==> config.mk <==
export PLATFORM = sky130hd
export DESIGN_NAME = cnna_udiv_18ns_5ns_13_seq
export DESIGN_NICKNAME = d
export VERILOG_FILES = /design/src/rtl/cnna_udiv_pkg.sv /design/src/rtl/cnna_udiv_18ns_5ns_13_step.sv /design/src/rtl/cnna_udiv_18ns_5ns_13_seq.sv
export SDC_FILE = /design/constraint.sdc
export NUM_CORES = 1
export LEC_CHECK = 0
export CAP_MARGIN = 30
export CORE_ASPECT_RATIO = 0.6
export CORE_MARGIN = 10
export CORE_UTILIZATION = 55
export DETAILED_ROUTE_END_ITERATION = 12
export HOLD_SLACK_MARGIN = 0.1
export PLACE_DENSITY = 0.81
export REMOVE_ABC_BUFFERS = 1
export SLEW_MARGIN = 0
export SYNTH_ARGS = -nofsm -noshare
export SYNTH_HDL_FRONTEND = slang
export SYNTH_SLANG_ARGS = --single-unit
export TNS_END_PERCENT = 20
==> constraint.sdc <==
create_clock -name ap_clk -period 3.8 [get_ports ap_clk]
set_input_delay 0.76 -clock ap_clk [delete_from_list [all_inputs] [get_ports ap_clk]]
set_output_delay 0.76 -clock ap_clk [all_outputs]
set_load 0.02 [all_outputs]
==> src/rtl/cnna_udiv_pkg.sv <==
`default_nettype none
// ----------------------------------------------------------------------------
// cnna_udiv_pkg : shared widths, saturation value and FSM states for the divider
// Rev 1.0
// ----------------------------------------------------------------------------
package cnna_udiv_pkg;

  localparam int DIVIDEND_W = 18;
  localparam int DIVISOR_W  = 5;
  localparam int QUOT_W     = 13;
  localparam int CNT_W      = 5;

  localparam logic [QUOT_W-1:0] QUOT_SAT = 13'h1FFF;

  typedef enum logic [1:0] {
    IDLE = 2'd0,
    CALC = 2'd1,
    DONE = 2'd2
  } state_e;

endpackage
`default_nettype wire

==> src/rtl/cnna_udiv_18ns_5ns_13_step.sv <==
`default_nettype none
// ----------------------------------------------------------------------------
// cnna_udiv_18ns_5ns_13_step : one combinational restoring-division step
// Rev 1.0
// ----------------------------------------------------------------------------
module cnna_udiv_18ns_5ns_13_step
  import cnna_udiv_pkg::*;
(
  input  logic [DIVISOR_W:0]   pr_i,
  input  logic                 bit_i,
  input  logic [DIVISOR_W-1:0] divisor_i,
  output logic [DIVISOR_W:0]   pr_o,
  output logic                 qbit_o
);

  logic [DIVISOR_W:0] w_shift;

  always_comb begin
    w_shift = {pr_i[DIVISOR_W-1:0], bit_i};
    pr_o    = w_shift;
    qbit_o  = 1'b0;
    // A set pr MSB means the shifted value already exceeds any divisor.
    if (pr_i[DIVISOR_W] || (w_shift >= {1'b0, divisor_i})) begin
      pr_o   = w_shift - {1'b0, divisor_i};
      qbit_o = 1'b1;
    end
  end

endmodule
`default_nettype wire

==> src/rtl/cnna_udiv_18ns_5ns_13_seq.sv <==
`default_nettype none
// ----------------------------------------------------------------------------
// cnna_udiv_18ns_5ns_13_seq : sequential 18/5 unsigned restoring divider,
// saturating 13-bit quotient, valid/ready on both sides.   Rev 1.0
// ----------------------------------------------------------------------------
module cnna_udiv_18ns_5ns_13_seq
  import cnna_udiv_pkg::*;
#(
  parameter int din0_WIDTH = DIVIDEND_W,
  parameter int din1_WIDTH = DIVISOR_W,
  parameter int dout_WIDTH = QUOT_W
) (
  input  logic                  ap_clk,
  input  logic                  ap_rst,
  input  logic [din0_WIDTH-1:0] din0,
  input  logic [din1_WIDTH-1:0] din1,
  input  logic                  in_valid,
  output logic                  in_ready,
  output logic [dout_WIDTH-1:0] dout_quot,
  output logic [din1_WIDTH-1:0] dout_rem,
  output logic                  dout_ovf,
  output logic                  dout_dz,
  output logic                  out_valid,
  input  logic                  out_ready
);

  state_e state_q, state_d;

  logic [din0_WIDTH-1:0] q_q;
  logic [din1_WIDTH-1:0] div_q;
  logic [din1_WIDTH:0]   pr_q;
  logic [CNT_W-1:0]      cnt_q;
  logic [dout_WIDTH-1:0] quot_q;
  logic [din1_WIDTH-1:0] rem_q;
  logic                  ovf_q;
  logic                  dz_q;

  logic [din1_WIDTH:0]   w_pr_nxt;
  logic                  w_qbit;
  logic [din0_WIDTH-1:0] w_q_nxt;
  logic                  w_dz;
  logic                  w_ovf;
  logic                  w_last;
  logic                  w_accept;

  cnna_udiv_18ns_5ns_13_step u_step (
    .pr_i      (pr_q),
    .bit_i     (q_q[din0_WIDTH-1]),
    .divisor_i (div_q),
    .pr_o      (w_pr_nxt),
    .qbit_o    (w_qbit)
  );

  assign w_q_nxt  = {q_q[din0_WIDTH-2:0], w_qbit};
  assign w_dz     = (div_q == '0);
  assign w_ovf    = ~w_dz & (|w_q_nxt[din0_WIDTH-1:dout_WIDTH]);
  assign w_last   = (cnt_q == CNT_W'(din0_WIDTH - 1));
  assign w_accept = in_valid & in_ready;

  always_ff @(posedge ap_clk) begin
    if (ap_rst) state_q <= IDLE;
    else        state_q <= state_d;
  end

  always_comb begin
    state_d = state_q;
    case (state_q)
      IDLE:    if (w_accept)  state_d = CALC;
      CALC:    if (w_last)    state_d = DONE;
      DONE:    if (out_ready) state_d = IDLE;
      default: state_d = IDLE;
    endcase
  end

  always_comb begin
    in_ready  = (state_q == IDLE) & ~ap_rst;
    out_valid = (state_q == DONE);
  end

  always_ff @(posedge ap_clk) begin
    if (ap_rst) begin
      q_q    <= '0;
      div_q  <= '0;
      pr_q   <= '0;
      cnt_q  <= '0;
      quot_q <= '0;
      rem_q  <= '0;
      ovf_q  <= 1'b0;
      dz_q   <= 1'b0;
    end else begin
      case (state_q)
        IDLE: begin
          if (w_accept) begin
            q_q   <= din0;
            div_q <= din1;
            pr_q  <= '0;
            cnt_q <= '0;
          end
        end
        CALC: begin
          q_q   <= w_q_nxt;
          pr_q  <= w_pr_nxt;
          cnt_q <= cnt_q + 1'b1;
          // Result registers capture the final step directly.
          if (w_last) begin
            dz_q   <= w_dz;
            ovf_q  <= w_ovf;
            quot_q <= (w_dz | w_ovf) ? QUOT_SAT : w_q_nxt[dout_WIDTH-1:0];
            rem_q  <= w_dz ? '0 : w_pr_nxt[din1_WIDTH-1:0];
          end
        end
        default: ;
      endcase
    end
  end

  assign dout_quot = quot_q;
  assign dout_rem  = rem_q;
  assign dout_ovf  = ovf_q;
  assign dout_dz   = dz_q;

endmodule
`default_nettype wire

==> Word level (Yosys, flattened, before mapping) <==
Cells that the tools add are included.
{ "classes": {"n_reduce_logical": 9, "bitwise_logic": 6, "magnitude_cmp": 1, "n_addsub": 2, "mux": 14, "n_eq_ne": 6} }
{ "op_table": {"columns": ["cell", "n"], "rows": [
  ["$pmux 18 s2", 1],
  ["$mux 18", 1],
  ["$mux 13", 1],
  ["$mux 6", 2],
  ["$pmux 6 s2", 1],
  ["$mux 5", 2],
  ["$pmux 5 s2", 1],
  ["$ge 6x5->1", 1],
  ["$mux 2", 3],
  ["$pmux 2 s3", 1],
  ["$reduce_and 2->1", 3],
  ["$sub 6x5->6", 1],
  ["$add 5x1->5 const B", 1],
  ["$eq 5x5->1 const B", 1],
  ["$logic_not 5->1", 1],
  ["$reduce_or 5->1", 1],
  ["$ne 2x2->1 const B", 2],
  ["$and 1x1->1", 3],
  ["$reduce_and 3->1", 1],
  ["$eq 2x1->1 const B", 1],
  ["$eq 2x2->1 const B", 1],
  ["$logic_not 2->1", 1],
  ["$ne 2x1->1 const B", 1],
  ["$not 1->1", 2],
  ["4 further kinds", 4]
]} }
{ "word_totals": {"ff_bits": 56, "word_cells": 47, "output_inout_bits": 22, "inputBits": 27} }

==> Longest topological paths before layout <==
{ "logic_depth": {"ltp_word": 5, "mapped_depth": 9, "depth_no_buf": 9} }

==> By module <==
Synthesis repeated with hierarchy kept, for this count alone.
{ "hier_totals": {"cells_unflattened": 330, "area_unflattened_um2": 2735.1} }
{ "modules_own_cells": {"columns": ["module", "seq_area_each_um2", "area_per_inst_um2", "instances", "cells_each"], "rows": [
  ["cnna_udiv_18ns_5ns_13_seq", 1121.1, 2402.3, 1, 289],
  ["cnna_udiv_18ns_5ns_13_step", 0.0, 332.8, 1, 41]
]} }

==> Least setup slack after synthesis <==
Ideal clock, no wire load.
{ "synth_timing": {"path_type": "input port to flip-flop", "from": "input ap_rst", "to": "register div_q[0]", "required_ns": 3.668, "path_buffers": 2, "stages": 5, "setup_ns": 0.132, "setup_slack_ns": 1.593, "arrival_ns": 2.075, "cell_sequence": "clkbuf_1 -> nor3_1 -> and2_1 -> clkbuf_1 -> o21ai_0"} }
{ "synth_between": {"elab_chain_cells": 4} }
{ "synth_rtl": {"columns": ["element", "line", "rtl"], "rows": [
  ["from (decl)", "cnna_udiv_18ns_5ns_13_seq.sv:14", "input logic ap_rst,"],
  ["$not 1->1", "cnna_udiv_18ns_5ns_13_seq.sv:76", "in_ready = (state_q == IDLE) & ~ap_rst;"],
  ["$and 1x1->1", "cnna_udiv_18ns_5ns_13_seq.sv:76", null],
  ["via in_ready", "cnna_udiv_18ns_5ns_13_seq.sv:18", "output logic in_ready,"],
  ["$and 1x1->1", "cnna_udiv_18ns_5ns_13_seq.sv:58", "assign w_accept = in_valid & in_ready;"],
  ["$reduce_and 2->1 (no line)", null, null],
  ["to (signal assigned)", "cnna_udiv_18ns_5ns_13_seq.sv:95", "div_q <= din1;"],
  ["to (decl)", "cnna_udiv_18ns_5ns_13_seq.sv:30", "logic [din1_WIDTH-1:0] div_q;"]
]} }
The timed path passes the listed nets, and every way through them passes these cells.
A chain may end at the register's enable or synchronous reset.

==> Worst setup path in the final report <==
{ "layout_timing": {"from": "input ap_rst", "to": "output in_ready"} }
{ "layout_between": {"elab_chain_cells": 2} }
{ "layout_rtl": {"columns": ["element", "line"], "rows": [
  ["$not 1->1", "cnna_udiv_18ns_5ns_13_seq.sv:76"],
  ["$and 1x1->1", "cnna_udiv_18ns_5ns_13_seq.sv:76"],
  ["to (decl)", "cnna_udiv_18ns_5ns_13_seq.sv:18"]
]} }
Every way passes these cells.

==> reports/qor.tcl <==
set qor(static-leakage-power_nw) 1.178
set qor(cts_post_setup_buffers_inserted) 0
set qor(num_antenna_cells) 0
set qor(layout_cell_share_with_drive_strength_beyond_1_pct) 5.114
set qor(yosys_warnings) 0
set qor(fin_tns_setup_ps) 0
set qor(power_frac_seq_pct) 49.5
set qor(globalplace.congestion) 0.8979
set qor(synth_top_cell_area_share_pct) 44.60
set qor(worst-path-buf-inv) 2
set qor(slew_violations) 0
set qor(use_met3_pct) 5.026
set qor(highest_cell_delay_on_the_worst_timing_path_ps) 720
set qor(die_h_um) 72.37
set qor(switchingPower_w) 0.0003768
set qor(drt_first_pass_iters) 4
set qor(vias_per_cell) 5.646
set qor(power_per_cell_area_nw_per_um2) 412.3
set qor(max_freq_mhz) 377.3
set qor(vdd_drop_max_uv) 219.7
set qor(global_route_layer_with_the_greatest_usage) {met1}
set qor(timing.clock.skew_ps) 13.21
set qor(dp.final_hpwl_mm) 4.766
set qor(cp_cell_sequence) {buf_2, nor3_1, clkdlybuf4s50_1}
set qor(hp-class) {reg -> reg}
set qor(worst-setup-path-type) {in -> out}
set qor(hold_violations_final) 0
set qor(cts-root-buf) {sky130_fd_sc_hd__clkbuf_8}
set qor(slew_at_the_pin_with_the_worst_max_slew_slack_ps) 528.5
set qor(mappedNetlistArea_um2) 2514
set qor(final.period_utilization_pct) 69.74
set qor(synthTopCellsByArea) {sky130_fd_sc_hd__dfxtp_1 (45%), sky130_fd_sc_hd__nor2_1 (8.7%), sky130_fd_sc_hd__nand2_1 (7.5%)}
set qor(cell_class_contributing_the_biggest_share_of_worst_path_delay) {buffers and inverters}
set qor(boundaryPins) 49
set qor(number_of_buffers_added_by_the_clock_tree_synthesis_step) 5
set qor(number_of_flops_mapped_to_enable_cells_by_yosys) 0
set qor(syn_inst) 309
set qor(design.final.nets) 386
set qor(power.combinational.fraction_pct) 19.5
set qor(tritoncts) {yes}
set qor(cp.arrival_ps) 1890
set qor(setup.worst_path.end_class) {primary output}
set qor(grt_first_pass_wirelength_mm) 10.94
set qor(unique_cell_type_count_in_the_yosys_netlist) 36
set qor(met1_track_demand_over_resource_in_global_routing_pct) 24.85
set qor(grt_antenna_before_repair) 0
set qor(sw_frac_of_total_pct) 28.96
set qor(routedWlPerCell_um) 15.82
set qor(dp.cells) 404
set qor(most-common-layout-cells) {sky130_fd_sc_hd__nor2_1 (58), sky130_fd_sc_hd__dfxtp_1 (56), sky130_fd_sc_hd__nand2_1 (50), sky130_fd_sc_hd__clkdlybuf4s50_1 (47), sky130_fd_sc_hd__a311oi_1 (19)}
set qor(mostFrequentLayoutCell) {sky130_fd_sc_hd__nor2_1}
set qor(drt_iter0_markers) 144
set qor(ant_nets) 0
set qor(seq_area_frac_synth_pct) 44.60
set qor(netlist.top_cell.by_area) {sky130_fd_sc_hd__dfxtp_1}
set qor(wirelength_mm) 6.519
set qor(grt.met2_usage_pct) 23.48
set qor(outcome) {finished, final reports clean}
set qor(ctsHoldBuffers) 0
set qor(stdcell_count) 412
set qor(worst-endpoint-required_ps) 3040
set qor(clock_path_buffers) 2
set qor(clock_sinks) 56
set qor(grt_pass1_vias) 2211
set qor(effective_utilization_at_floorplan_pct) 59.05
set qor(row_count) 18
set qor(cts_resized) 0
set qor(drv_cap) 0
set qor(layout-area-overhead-vs-synth_pct) 25.54
set qor(slew-limit-headroom_pct) 64.77
set qor(p_int_w) 0.0009242
set qor(synthFlopType) {sky130_fd_sc_hd__dfxtp_1}
set qor(fraction_of_registers_with_async_set_reset_pct) 0
set qor(syn_area_per_cell_um2) 8.135
set qor(path_clk_slew_ps) 110
set qor(postSynthRegisterBits) 56
set qor(route.vias.total) 2326
set qor(crit_path_max_fanout) 2
set qor(track_usage_pct) 17.14
set qor(place.port_buffers) 48
set qor(worstSkewPairLatency_ps) 320
set qor(grt_remaining_overflow) 0
set qor(power_frac_clock_pct) 31.0
set qor(finalWorstPathRequiredPeriod_ps) 2650
set qor(setup_viol_count_final) 0
set qor(drcViolationCount) 0
set qor(cts-htree-levels) 2
set qor(design.core.area_um2) 4257
set qor(die_w_um) 107.3
set qor(fp.dieArea_um2) 7763
set qor(critical-path-slowest-cell) {sky130_fd_sc_hd__clkdlybuf4s50_1}
set qor(critical_path.startpoint_type) {primary input}
set qor(rsz0062_at_grt) {no}
set qor(grt_max_degree) 54
[metrics by stage]
stage / power, W / utilization [%] / hold slack (ps) / worst slack (ps) / instance area (um^2)
3_5_place_dp: 0.0009055 / 71.43 / 445.1 / 1168 / 3040
2_1_floorplan: 0.0008120 / - / 421.3 / 819.9 / 2441
6_report: 0.001301 / 74.13 / 487.9 / 1150 / 3156
3_3_place_gp: 0.0008951 / 71.08 / 439.2 / 1166 / 3025
4_1_cts: 0.001300 / 74.13 / 483.7 / 1168 / 3156
5_1_grt: 0.001365 / 74.13 / 488.5 / 1105 / 3156
[flip-flops by register name, summed over array words and instances, names as in the netlist]
name	flops
dout_dz	1
cnt_q	5
dout_rem	5
pr_q	6
dout_quot	13
div_q	5
state_q	2
dout_ovf	1
q_q	18
[cell usage after synthesis (6+ instances only)]
library cell / count
sky130_fd_sc_hd__a21oi_1: 9
sky130_fd_sc_hd__clkbuf_1: 12
sky130_fd_sc_hd__a311oi_1: 19
sky130_fd_sc_hd__nor2_1: 58
sky130_fd_sc_hd__nor3_1: 18
sky130_fd_sc_hd__nand2_1: 50
sky130_fd_sc_hd__nand2b_1: 6
sky130_fd_sc_hd__inv_1: 12
sky130_fd_sc_hd__dfxtp_1: 56
sky130_fd_sc_hd__o21ai_0: 7
sky130_fd_sc_hd__ha_1: 7
sky130_fd_sc_hd__a211oi_1: 6
[power groups by stage]
stage	Clock, W	Sequential (W)	Combinational (W)
after floorplan	0	0.000650	0.000162
after global placement	0	0.000656	0.000239
after detailed placement	0	0.000656	0.000249
after CTS	0.000406	0.000643	0.000251
after global routing	0.000436	0.000649	0.000280
final	0.000403	0.000644	0.000254
[area by class of cell]
cell class / instances / area, um^2
fillers: 328 / 1101
repair buffers: 53 / 520.5
multi-input cells: 223 / 1279
clock buffers: 5 / 68.82
well taps: 60 / 75.07
clock inverters: 3 / 46.29
inverters: 12 / 45.04
flip-flops and latches: 56 / 1121
[worst paths after layout]
check                                      startpoint                        to  slack (ps)  cells past startpoint
worst min register to register   q_q[13]$_SDFFE_PP0P_      q_q[14]$_SDFFE_PP0P_         490                      2
worst max-delay path                           ap_rst                  in_ready        1150                      3
worst min-delay path             q_q[13]$_SDFFE_PP0P_      q_q[14]$_SDFFE_PP0P_         490                      2
worst max register to register  div_q[0]$_SDFFE_PP0P_  dout_rem[1]$_SDFFE_PP0P_        1250                      8
[worst min-delay path, stage by stage (launching register included)]
cell and delay [ps]:
sky130_fd_sc_hd__dfxtp_1 340, sky130_fd_sc_hd__nand2_1 60, sky130_fd_sc_hd__a311oi_1 70
[routing by layer]
layer | vias up | wire, um
met5 | - | 0
met4 | 0 | 74
met3 | 6 | 592
met2 | 91 | 2613
met1 | 1073 | 3238
li1 | 1156 | -
[kinds of logic after synthesis]
kind of cell	synth area share [%]
AND/OR/NAND/NOR	25.88
adder cells (fa/ha/maj)	4.281
buffers and inverters	4.679
XOR/XNOR	0.6970
multiplexers	1.991
flip-flops	44.60
AO/OA/AOI/OAI	17.87
No activity file was read; power rests on OpenSTA's default activity.
